[src/rtl/alu_pkg.sv]
// Shared ALU definitions: op-code constants and the defined-op test used by
// the ALU arbiter. ALU_IDLE_OP is what the ALU sees when nobody is granted.
package alu_pkg;

    localparam logic [2:0] ALU_AND     = 3'b000;
    localparam logic [2:0] ALU_OR      = 3'b001;
    localparam logic [2:0] ALU_ADD     = 3'b010;
    localparam logic [2:0] ALU_SUB     = 3'b110;
    localparam logic [2:0] ALU_SLT     = 3'b111;
    localparam logic [2:0] ALU_IDLE_OP = ALU_ADD;

    // True for op codes the ALU implements; 011, 100 and 101 are undefined.
    function automatic logic aluOpValid(input logic [2:0] op);
        case (op)
            ALU_AND, ALU_OR, ALU_ADD, ALU_SUB, ALU_SLT: aluOpValid = 1'b1;
            default:                                    aluOpValid = 1'b0;
        endcase
    endfunction

endpackage

[src/rtl/alu_rr_pick.sv]
// Two-way grant picker for the ALU arbiter.
// Default: round-robin, the port that did not win last time takes a tie.
// ALU_ARB_FIXED_PRIO_EN: port 0 always takes a tie and lastGrant is ignored.
module alu_rr_pick
    import alu_pkg::*;
(
    input  logic [1:0] eligible,
    input  logic       lastGrant,
    output logic [1:0] grantVec,
    output logic       grantId
);

`ifdef ALU_ARB_FIXED_PRIO_EN
    // Fixed priority: lastGrant has no influence.
    logic unused_last_grant;
    assign unused_last_grant = lastGrant;
    assign grantId = eligible[1] & ~eligible[0];
`else
    // Port 1 wins when alone, or on a tie when port 0 was granted last.
    assign grantId = eligible[1] & (~eligible[0] | ~lastGrant);
`endif

    assign grantVec = {eligible[1] & grantId, eligible[0] & ~grantId};

endmodule

[src/rtl/alu_arbiter.sv]
// Shares one external 16-bit ALU between two requesters. Each port has a
// single response slot; a port is eligible only when its slot is free or is
// being drained this cycle. Undefined ops are answered locally with rspErr.
// Optional macro ALU_ARB_FIXED_PRIO_EN selects fixed priority (port 0 wins).
module alu_arbiter
    import alu_pkg::*;
#(
    parameter int WIDTH = 16
) (
    input  logic               clk,
    input  logic               reset,
    input  logic [1:0]         reqValid,
    output logic [1:0]         reqReady,
    input  logic [2*WIDTH-1:0] reqA,
    input  logic [2*WIDTH-1:0] reqB,
    input  logic [5:0]         reqOp,
    output logic [1:0]         rspValid,
    input  logic [1:0]         rspReady,
    output logic [2*WIDTH-1:0] rspResult,
    output logic [1:0]         rspZero,
    output logic [1:0]         rspErr,
    output logic [WIDTH-1:0]   aluSrcA,
    output logic [WIDTH-1:0]   aluSrcB,
    output logic [2:0]         aluControl,
    input  logic [WIDTH-1:0]   aluResult,
    input  logic               aluZero
);

    logic [1:0]       eligible;
    logic [1:0]       grant_vec;
    logic             grant_id;
    logic             any_grant;
    logic             last_grant;
    logic [1:0]       slot_valid;
    logic [2:0]       sel_op;
    logic [WIDTH-1:0] sel_a;
    logic [WIDTH-1:0] sel_b;
    logic             sel_ok;

    // Nothing is granted while reset is asserted, so the ALU idles too.
    assign eligible = reset ? 2'b00 : (reqValid & (~slot_valid | rspReady));

    alu_rr_pick u_pick (
        .eligible  (eligible),
        .lastGrant (last_grant),
        .grantVec  (grant_vec),
        .grantId   (grant_id)
    );

    assign any_grant = |grant_vec;
    assign reqReady  = grant_vec;

    assign sel_op = grant_id ? reqOp[5:3]             : reqOp[2:0];
    assign sel_a  = grant_id ? reqA[WIDTH +: WIDTH]   : reqA[0 +: WIDTH];
    assign sel_b  = grant_id ? reqB[WIDTH +: WIDTH]   : reqB[0 +: WIDTH];
    assign sel_ok = any_grant & aluOpValid(sel_op);

    // The ALU only sees a granted, defined op; otherwise it idles on 0 + 0.
    assign aluSrcA    = sel_ok ? sel_a  : '0;
    assign aluSrcB    = sel_ok ? sel_b  : '0;
    assign aluControl = sel_ok ? sel_op : ALU_IDLE_OP;

`ifdef ALU_ARB_FIXED_PRIO_EN
    assign last_grant = 1'b1;
`else
    logic last_grant_q;

    // Remember the most recent winner; reset value 1 lets port 0 take the first tie.
    always_ff @(posedge clk or posedge reset) begin
        if (reset) begin
            last_grant_q <= 1'b1;
        end else if (any_grant) begin
            last_grant_q <= grant_id;
        end
    end

    assign last_grant = last_grant_q;
`endif

    generate
        for (genvar gi = 0; gi < 2; gi++) begin : g_slot
            logic             valid_q, valid_d;
            logic [WIDTH-1:0] result_q, result_d;
            logic             zero_q, zero_d;
            logic             err_q, err_d;

            // Load on grant (a load beats a same-cycle drain), else clear on drain.
            always_comb begin
                valid_d  = valid_q;
                result_d = result_q;
                zero_d   = zero_q;
                err_d    = err_q;
                if (grant_vec[gi]) begin
                    valid_d  = 1'b1;
                    result_d = sel_ok ? aluResult : '0;
                    zero_d   = sel_ok ? aluZero   : 1'b1;
                    err_d    = ~sel_ok;
                end else if (valid_q && rspReady[gi]) begin
                    valid_d = 1'b0;
                end
            end

            // Response slot register; an async reset discards any pending response.
            always_ff @(posedge clk or posedge reset) begin
                if (reset) begin
                    valid_q  <= 1'b0;
                    result_q <= '0;
                    zero_q   <= 1'b0;
                    err_q    <= 1'b0;
                end else begin
                    valid_q  <= valid_d;
                    result_q <= result_d;
                    zero_q   <= zero_d;
                    err_q    <= err_d;
                end
            end

            assign slot_valid[gi]               = valid_q;
            assign rspValid[gi]                 = valid_q;
            assign rspResult[gi*WIDTH +: WIDTH] = result_q;
            assign rspZero[gi]                  = zero_q;
            assign rspErr[gi]                   = err_q;
        end
    endgenerate

endmodule
[config.mk]
export PLATFORM = sky130hd
export DESIGN_NAME = alu_arbiter
export DESIGN_NICKNAME = d
export VERILOG_FILES = /design/src/rtl/alu_pkg.sv /design/src/rtl/alu_rr_pick.sv /design/src/rtl/alu_arbiter.sv
export SDC_FILE = /design/constraint.sdc
export NUM_CORES = 1
export LEC_CHECK = 0
export BUFFER_PORTS_ARGS = -buffer_cell sky130_fd_sc_hd__buf_4
export CAP_MARGIN = 20
export CORE_MARGIN = 2
export CORE_UTILIZATION = 41
export CTS_CLUSTER_DIAMETER = 40
export DETAILED_ROUTE_END_ITERATION = 8
export GPL_TIMING_DRIVEN = 1
export PLACE_DENSITY = 0.79
export SYNTH_ARGS = -nofsm -noshare
export SYNTH_HDL_FRONTEND = slang
export SYNTH_HIERARCHICAL = 1
export SYNTH_SLANG_ARGS = --single-unit
[constraint.sdc]
create_clock -name clk -period 3.74 [get_ports clk]
set_input_delay 0.374 -clock clk [delete_from_list [all_inputs] [get_ports clk]]
set_output_delay 0.374 -clock clk [all_outputs]
set_load 0.01 [all_outputs]
==> results of run 1 <==
-- logic make-up (layout without fill, tap and decap cells) --
family / Yosys count / in the layout / share of synthesized area [%]
buffers and inverters: 72 / 224 / 13.4
AOI/OAI and AO/OA: 42 / 43 / 13.8
muxes: 38 / 38 / 15.2
and+or+nand+nor: 76 / 76 / 20.1
DFF: 39 / 39 / 37.5
-- per-layer routing --
layer / routed length, um / vias to the layer above / GRT usage [%]
li1: - / 1267 / -
met1: 3240 / 1290 / 28.8
met2: 4240 / 129 / 38.0
met3: 701 / 8 / 6.33
met4: 59 / 0 / 3.96
met5: 0 / - / 0
-- metrics by stage --
stage	cells	util, %
after floorplan	267	-
after global placement	485	62.0
after detailed placement	485	62.0
after CTS	494	64.1
after global routing	497	64.6
final	497	64.6
-- tightest hold or removal path: stages --
cell,delay (ns)
sky130_fd_sc_hd__buf_4,0.11
sky130_fd_sc_hd__nand2_1,0.05
sky130_fd_sc_hd__o32ai_1,0.07
-- power breakdown --
part	internal (mW)	switching, mW
combinational	0.310	0.292
clock	0.216	0.143
sequential	0.507	0.0529
-- synth_stat cells (all sizes together), types with 2 or more instances --
master / count / area share [%]
mux2i: 35 / 14
inv: 36 / 5.2
nand2b: 2 / 0.48
nor3: 2 / 0.58
dfrtp: 38 / 37
o32a: 2 / 0.77
o32ai: 32 / 11
clkbuf: 11 / 1.6
buf: 25 / 6.6
mux2: 3 / 1.4
a21boi: 2 / 0.58
o21ai: 2 / 0.38
nand2: 32 / 4.6
o22a: 2 / 0.67
nor2: 3 / 0.43
nor4: 33 / 13
-- placed cells by master (no fill, tap or decap), types with 2 or more instances in the layout --
master / synthesis / final
sky130_fd_sc_hd__o21ai_0: 2 / 2
sky130_fd_sc_hd__buf_4: 10 / 177
sky130_fd_sc_hd__a21boi_4: 0 / 2
sky130_fd_sc_hd__o32a_1: 2 / 2
sky130_fd_sc_hd__nor4_2: 21 / 21
sky130_fd_sc_hd__nor4_1: 12 / 12
sky130_fd_sc_hd__nand2_1: 32 / 32
sky130_fd_sc_hd__nor2_4: 0 / 2
sky130_fd_sc_hd__o32ai_1: 32 / 32
sky130_fd_sc_hd__mux2_2: 2 / 2
sky130_fd_sc_hd__mux2i_1: 33 / 33
sky130_fd_sc_hd__nand2b_1: 2 / 2
sky130_fd_sc_hd__o22a_1: 2 / 2
sky130_fd_sc_hd__clkbuf_8: 0 / 6
sky130_fd_sc_hd__dfrtp_1: 38 / 38
sky130_fd_sc_hd__mux2i_2: 2 / 2
sky130_fd_sc_hd__inv_1: 36 / 36
-- sequential cells by signal (all words and copies together), names as in the netlist --
name	cells
g_slot.err_q	2
g_slot.zero_q	2
g_slot.result_q	32
g_slot.valid_q	2
last_grant	1
-- what timing repair did --
item	CTS	global route
buffers inserted	0	2
endpoints found under the setup margin	0	25
hold buffers	1	0
endpoints found under the hold margin	1	0
gates resized for setup	0	2
-- cell type report --
type	instances	area, sq um	share of cell area (%)
repair buffers	180	1370	34.0
clock inverters	2	35.0	0.869
multi-input cells	157	1340	33.1
inverters	36	135	3.35
flip-flops and latches	39	977	24.2
clock buffers	6	82.6	2.05
well taps	77	96.3	2.39
-- path summary, 6_finish.rpt --
check,depth (start not counted),slack (ns),end
worst max-delay path,8,0.21,aluControl[1]
worst min-delay path,3,0.36,g_slot[0].result_q[10]
worst max register to register,8,0.92,g_slot[1].result_q[7]
worst min register to register,1,0.50,g_slot[1].err_q
max in group asynchronous,4,2.56,last_grant
min in group asynchronous,3,0.51,g_slot[1].valid_q
==> results.toml, run 1 <==
[placement]
post-place-ws_ns = 0.600
postPlaceCellArea_sq_um = 3870
gp_routability_congestion = 0.774
place.detailed.hpwl_um = 5840
port_buffers = 167

[global_routing]
largest_net_degree_at_the_start_of_global_routing = 60
first_global_vias = 2633
total_overflow_reported_by_the_global_router = 0
grt_first_pass_wirelength_um = 13000
antenna_found_initial = 0
global_route.usage.total_pct = 22.4

[floorplanning]
boundaryPins = 168
starting_density_of_the_core_pct = 41.7
die_w_um = 83.7
die_y_um = 83.7
placeableCoreArea_sq_um = 6240
row_count = 29
fp.dieArea_sq_um = 7000

[timing]
timing.hold.ws_ns = 0.356
timing.slew.headroom_pct = 28.1
final.period_utilization_pct = 94.3
finalWorstSetupSlack_ns = 0.212
max_freq_mhz = 283
worst_slew_pin_slew_ns = 1.08
drv_slew = 0
finalSetupViolCount = 0
rsz0062_at_grt = "no"
final_hold_viol_count = 0
finalCriticalPeriod_ns = 3.53
final.setup.tns_ns = 0
fin_skew_ns = 0.00299

[cts]
clock_buffers_created_by_tritoncts = 5
clock_transition_time_at_the_flip_flop_clock_pins_of_the_worst_setup_and_hold_paths_ns = 0.07
worstSkewPairLatency_ns = 0.28
numClockSinks = 39
count_of_h_tree_levels_built_during_cts = 2
ctsLongestPathBuffers = 2
tritoncts_clock_tree = "done"
ctsRootBufferMaster = "sky130_fd_sc_hd__clkbuf_8"

[cells_and_area]
post_route_cells_drive_above_1_share_pct = 52.9
layout.cell_area.non_filler_sq_um = 4030
fin_nets = 512
insertedDiodeCount = 0
area_delta_synth_final_pct = 55.0
fillers = 517

[power]
static-leakage-power_nw = 1.87
power.ir.vdd_worst_mv = 0.337
p_total_mw = 1.52
pwr_cell_area_nw_per_um2 = 377

[setup_path]
kind_of_end_point_of_the_critical_path = "primary output"
cp_slowest_cell = "sky130_fd_sc_hd__nor2_4"
worstSetupPathType = "input port to primary output"
path_delay_family = "buffers and inverters"
worst-path-buf-inv = 4
crit_path_frequent_cell = "sky130_fd_sc_hd__buf_4"
critical_path_arrival_ns = 3.15
top_fanout_value_on_the_critical_path = 36
cp_data_required_time_ns = 3.37
critical_path.cell_chain = "dlygate4sd3_1 > buf_4 > a211oi_1 > a21boi_2 > buf_4 > nor2_4 > or3_1 > buf_4"
r2r_start = "g_slot[1].valid_q"
crit_path_start = "reset"
timing.critical_path.slowest_cell_delay_ns = 0.80
critPathLaunchType = "input port"

[synthesis]
netlist_instances = 267
async_reset_ff_share_pct = 100
dominantRegCellSynth = "sky130_fd_sc_hd__dfrtp_1"
mappedNetlistNets = 360
synth_sequential_area_ratio_pct = 37.5
synthesis.area_sq_um = 2600
postSynthAreaPerCell_sq_um = 9.75
synth.yosys.warnings = 6
synth-edff-count = 0
yosys.cell_types.count = 31
yosys_register_bits = 39

[routing]
avgViaCountPerCell = 5.42
first_iter_violations = 107
wirelength_um = 8240
route.detailed.drc = 0
antenna_left = 0
dr_total_vias = 2694
routed_wire_length_per_instance_um = 16.6
drt_pre_antenna_iters = 4

[worst_hold_path]
hold_removal_path_class = "input port to register"
timing.hold.worst.start = "aluResult[10]"

[status]
run_status = "complete, no violations"

[job]
timing.max_cap.violations = 0
No activity file was read; power rests on OpenSTA's default activity.
==> run 2: changes to the inputs <==
- CAP_MARGIN: 20 -> not set
- PLACE_DENSITY: 0.79 -> not set
- PLACE_DENSITY_LB_ADDON: not set -> 0.15
==> run 2 against run 1 <==
Effect of this change:
- via count decreased by 3.0%
- flip-flop and latch count unchanged
- sequential share of layout area increased by 0.19 points
- sequential power decreased by 0.9%
- setup slack improved by 0.21 ns
- highest routed layer unchanged
- clock-buffer cell count unchanged
- core utilization decreased by 0.50 points
- first-iteration DRC count decreased by 5.6%
==> results.toml, run 2 (synthesis results as in run 1) <==
[status]
run_status = "complete, no violations"

[routing]
met2WireLength_um = 4060
route.detailed.drc = 0
dr_total_vias = 2613
met1_length_um = 3430
first_iter_violations = 101
avgViaCountPerCell = 5.27
wirelength_um = 8070
dr.max_layer_used = "met4"
routed_wire_length_per_instance_um = 16.3
drt_pre_antenna_iters = 4
antenna_left = 0
routed-wl-met3_um = 479

[placement]
total_placed_cells_including_tap_cells = 484
port_buffers = 167
postPlaceCellArea_sq_um = 3860
gp_routability_congestion = 0.810
post-place-ws_ns = 0.488
place.detailed.hpwl_um = 5820

[timing]
final_hold_viol_count = 0
finalWorstSetupSlack_ns = 0.423
fin_skew_ns = 0.0150
timing.hold.ws_ns = 0.0750
timing.slew.headroom_pct = 65.6
final.setup.tns_ns = 0
rsz0062_at_grt = "no"
finalSetupViolCount = 0
finalCriticalPeriod_ns = 3.32
drv_slew = 0
worst_slew_pin_slew_ns = 0.513
final.period_utilization_pct = 88.7
max_freq_mhz = 302

[cts]
ctsLongestPathBuffers = 2
worstSkewPairLatency_ns = 0.29
count_of_h_tree_levels_built_during_cts = 2
tritoncts_clock_tree = "done"
cts-resized-gates = 0
numClockSinks = 39
clock_buffers_created_by_tritoncts = 5
ctsRootBufferMaster = "sky130_fd_sc_hd__clkbuf_8"
clock_transition_time_at_the_flip_flop_clock_pins_of_the_worst_setup_and_hold_paths_ns = 0.08

[power]
power.ir.vdd_worst_mv = 0.300
static-leakage-power_nw = 1.86
p_total_mw = 1.46
pwr_cell_area_nw_per_um2 = 364

[setup_path]
cp_slowest_cell = "sky130_fd_sc_hd__nor3b_1"
critPathLaunchType = "register"
crit_path_frequent_cell = "sky130_fd_sc_hd__buf_4"
critical_path.cell_chain = "nor2b_1 > nor3b_1 > a21boi_4 > buf_12 > buf_4 > mux2_4 > nor2_4 > buf_4 > nor4_2 > buf_4"
r2r_slack_ns = 0.98
kind_of_end_point_of_the_critical_path = "primary output"
r2r_start = "g_slot[1].valid_q"
worstSetupPathType = "register to primary output"
worst_reg_to_reg_path_cell_count = 9
top_fanout_value_on_the_critical_path = 33
critical_r2r_capture = "g_slot[1].result_q[0]"
timing.critical_path.slowest_cell_delay_ns = 0.41
cp_data_required_time_ns = 3.37
critical_path_arrival_ns = 2.94
worst-path-buf-inv = 4
path_delay_family = "buffers and inverters"

[cells_and_area]
area_delta_synth_final_pct = 53.8
largest_register = "g_slot.result_q"
layout.cells.most_common = "sky130_fd_sc_hd__buf_4"
final-seq-area_sq_um = 977
flip_flop_count_of_the_largest_register_after_layout = 32
multi_input_comb_area_sq_um = 1320
finalCoreUtilization_pct = 64.1
fin_nets = 511
insertedDiodeCount = 0
layout.cell_area.non_filler_sq_um = 4000
instances_no_fill = 496
final_cell_mix = "sky130_fd_sc_hd__buf_4 (178), sky130_fd_sc_hd__dfrtp_1 (38), sky130_fd_sc_hd__inv_1 (36), sky130_fd_sc_hd__mux2i_1 (33)"
post_route_cells_drive_above_1_share_pct = 52.7
fillers = 548

[global_routing]
global_route.usage.total_pct = 22.5
first_global_vias = 2513
antenna_found_initial = 0
grt_first_pass_wirelength_um = 13000
total_overflow_reported_by_the_global_router = 0
largest_net_degree_at_the_start_of_global_routing = 63

[floorplanning]
placeableCoreArea_sq_um = 6240
fp.dieArea_sq_um = 7000
row_count = 29
starting_density_of_the_core_pct = 41.7
die_y_um = 83.7
boundaryPins = 168
die_w_um = 83.7

[job]
timing.max_cap.violations = 0

[worst_hold_path]
hold_removal_path_class = "input port to asynchronous set/reset pin"
==> run 2: changes by cell type in the layout (fill, tap and decap cells not counted), sizes merged <==
cell,previous run,this run
a21boi,3,2
dlygate4sd3,1,0
inv,36,37
bufinv,1,0
buf,179,180
==> run 2: repair_timing <==
item                       CTS  global route
hold buffers                 0             0
setup endpoints to repair    0             2
setup buffers                0             4
==> run 2: final cells by class <==
class	count	area share, %
Timing Repair Buffer	180	34.4
Multi-Input combinational cell	156	33.0
Sequential cell	39	24.4
Inverter	36	3.38
Tap cell	77	2.41
Clock buffer	6	2.06
Clock inverter	2	0.344
==> run 2: layer usage <==
layer / vias to the layer above / global-route usage (%)
met3: 10 / 5.24
li1: 1262 / -
met2: 97 / 38.0
met4: 0 / 5.28
met5: - / 0
met1: 1244 / 29.5
==> run 2: power breakdown <==
group	switching (mW)	internal (mW)	total [mW]	leakage [nW]
clock network	0.153	0.151	0.304	0.0516
registers	0.0481	0.506	0.555	0.487
logic	0.287	0.311	0.597	1.32
==> run 2: how the worst max path moves through the flow <==
stage / start / to / slack, ns / depth (start not counted)
3_5_place_dp: reset / aluSrcA[7] / 0.49 / 8
5_1_grt: g_slot[1].valid_q / aluSrcA[7] / 0.22 / 9
6_report: g_slot[1].valid_q / aluSrcA[7] / 0.42 / 10
3_3_place_gp: reset / aluSrcA[7] / 0.58 / 8
2_1_floorplan: g_slot[1].valid_q / aluSrcB[10] / 1.04 / 9
4_1_cts: g_slot[1].valid_q / aluSrcA[7] / 0.19 / 8
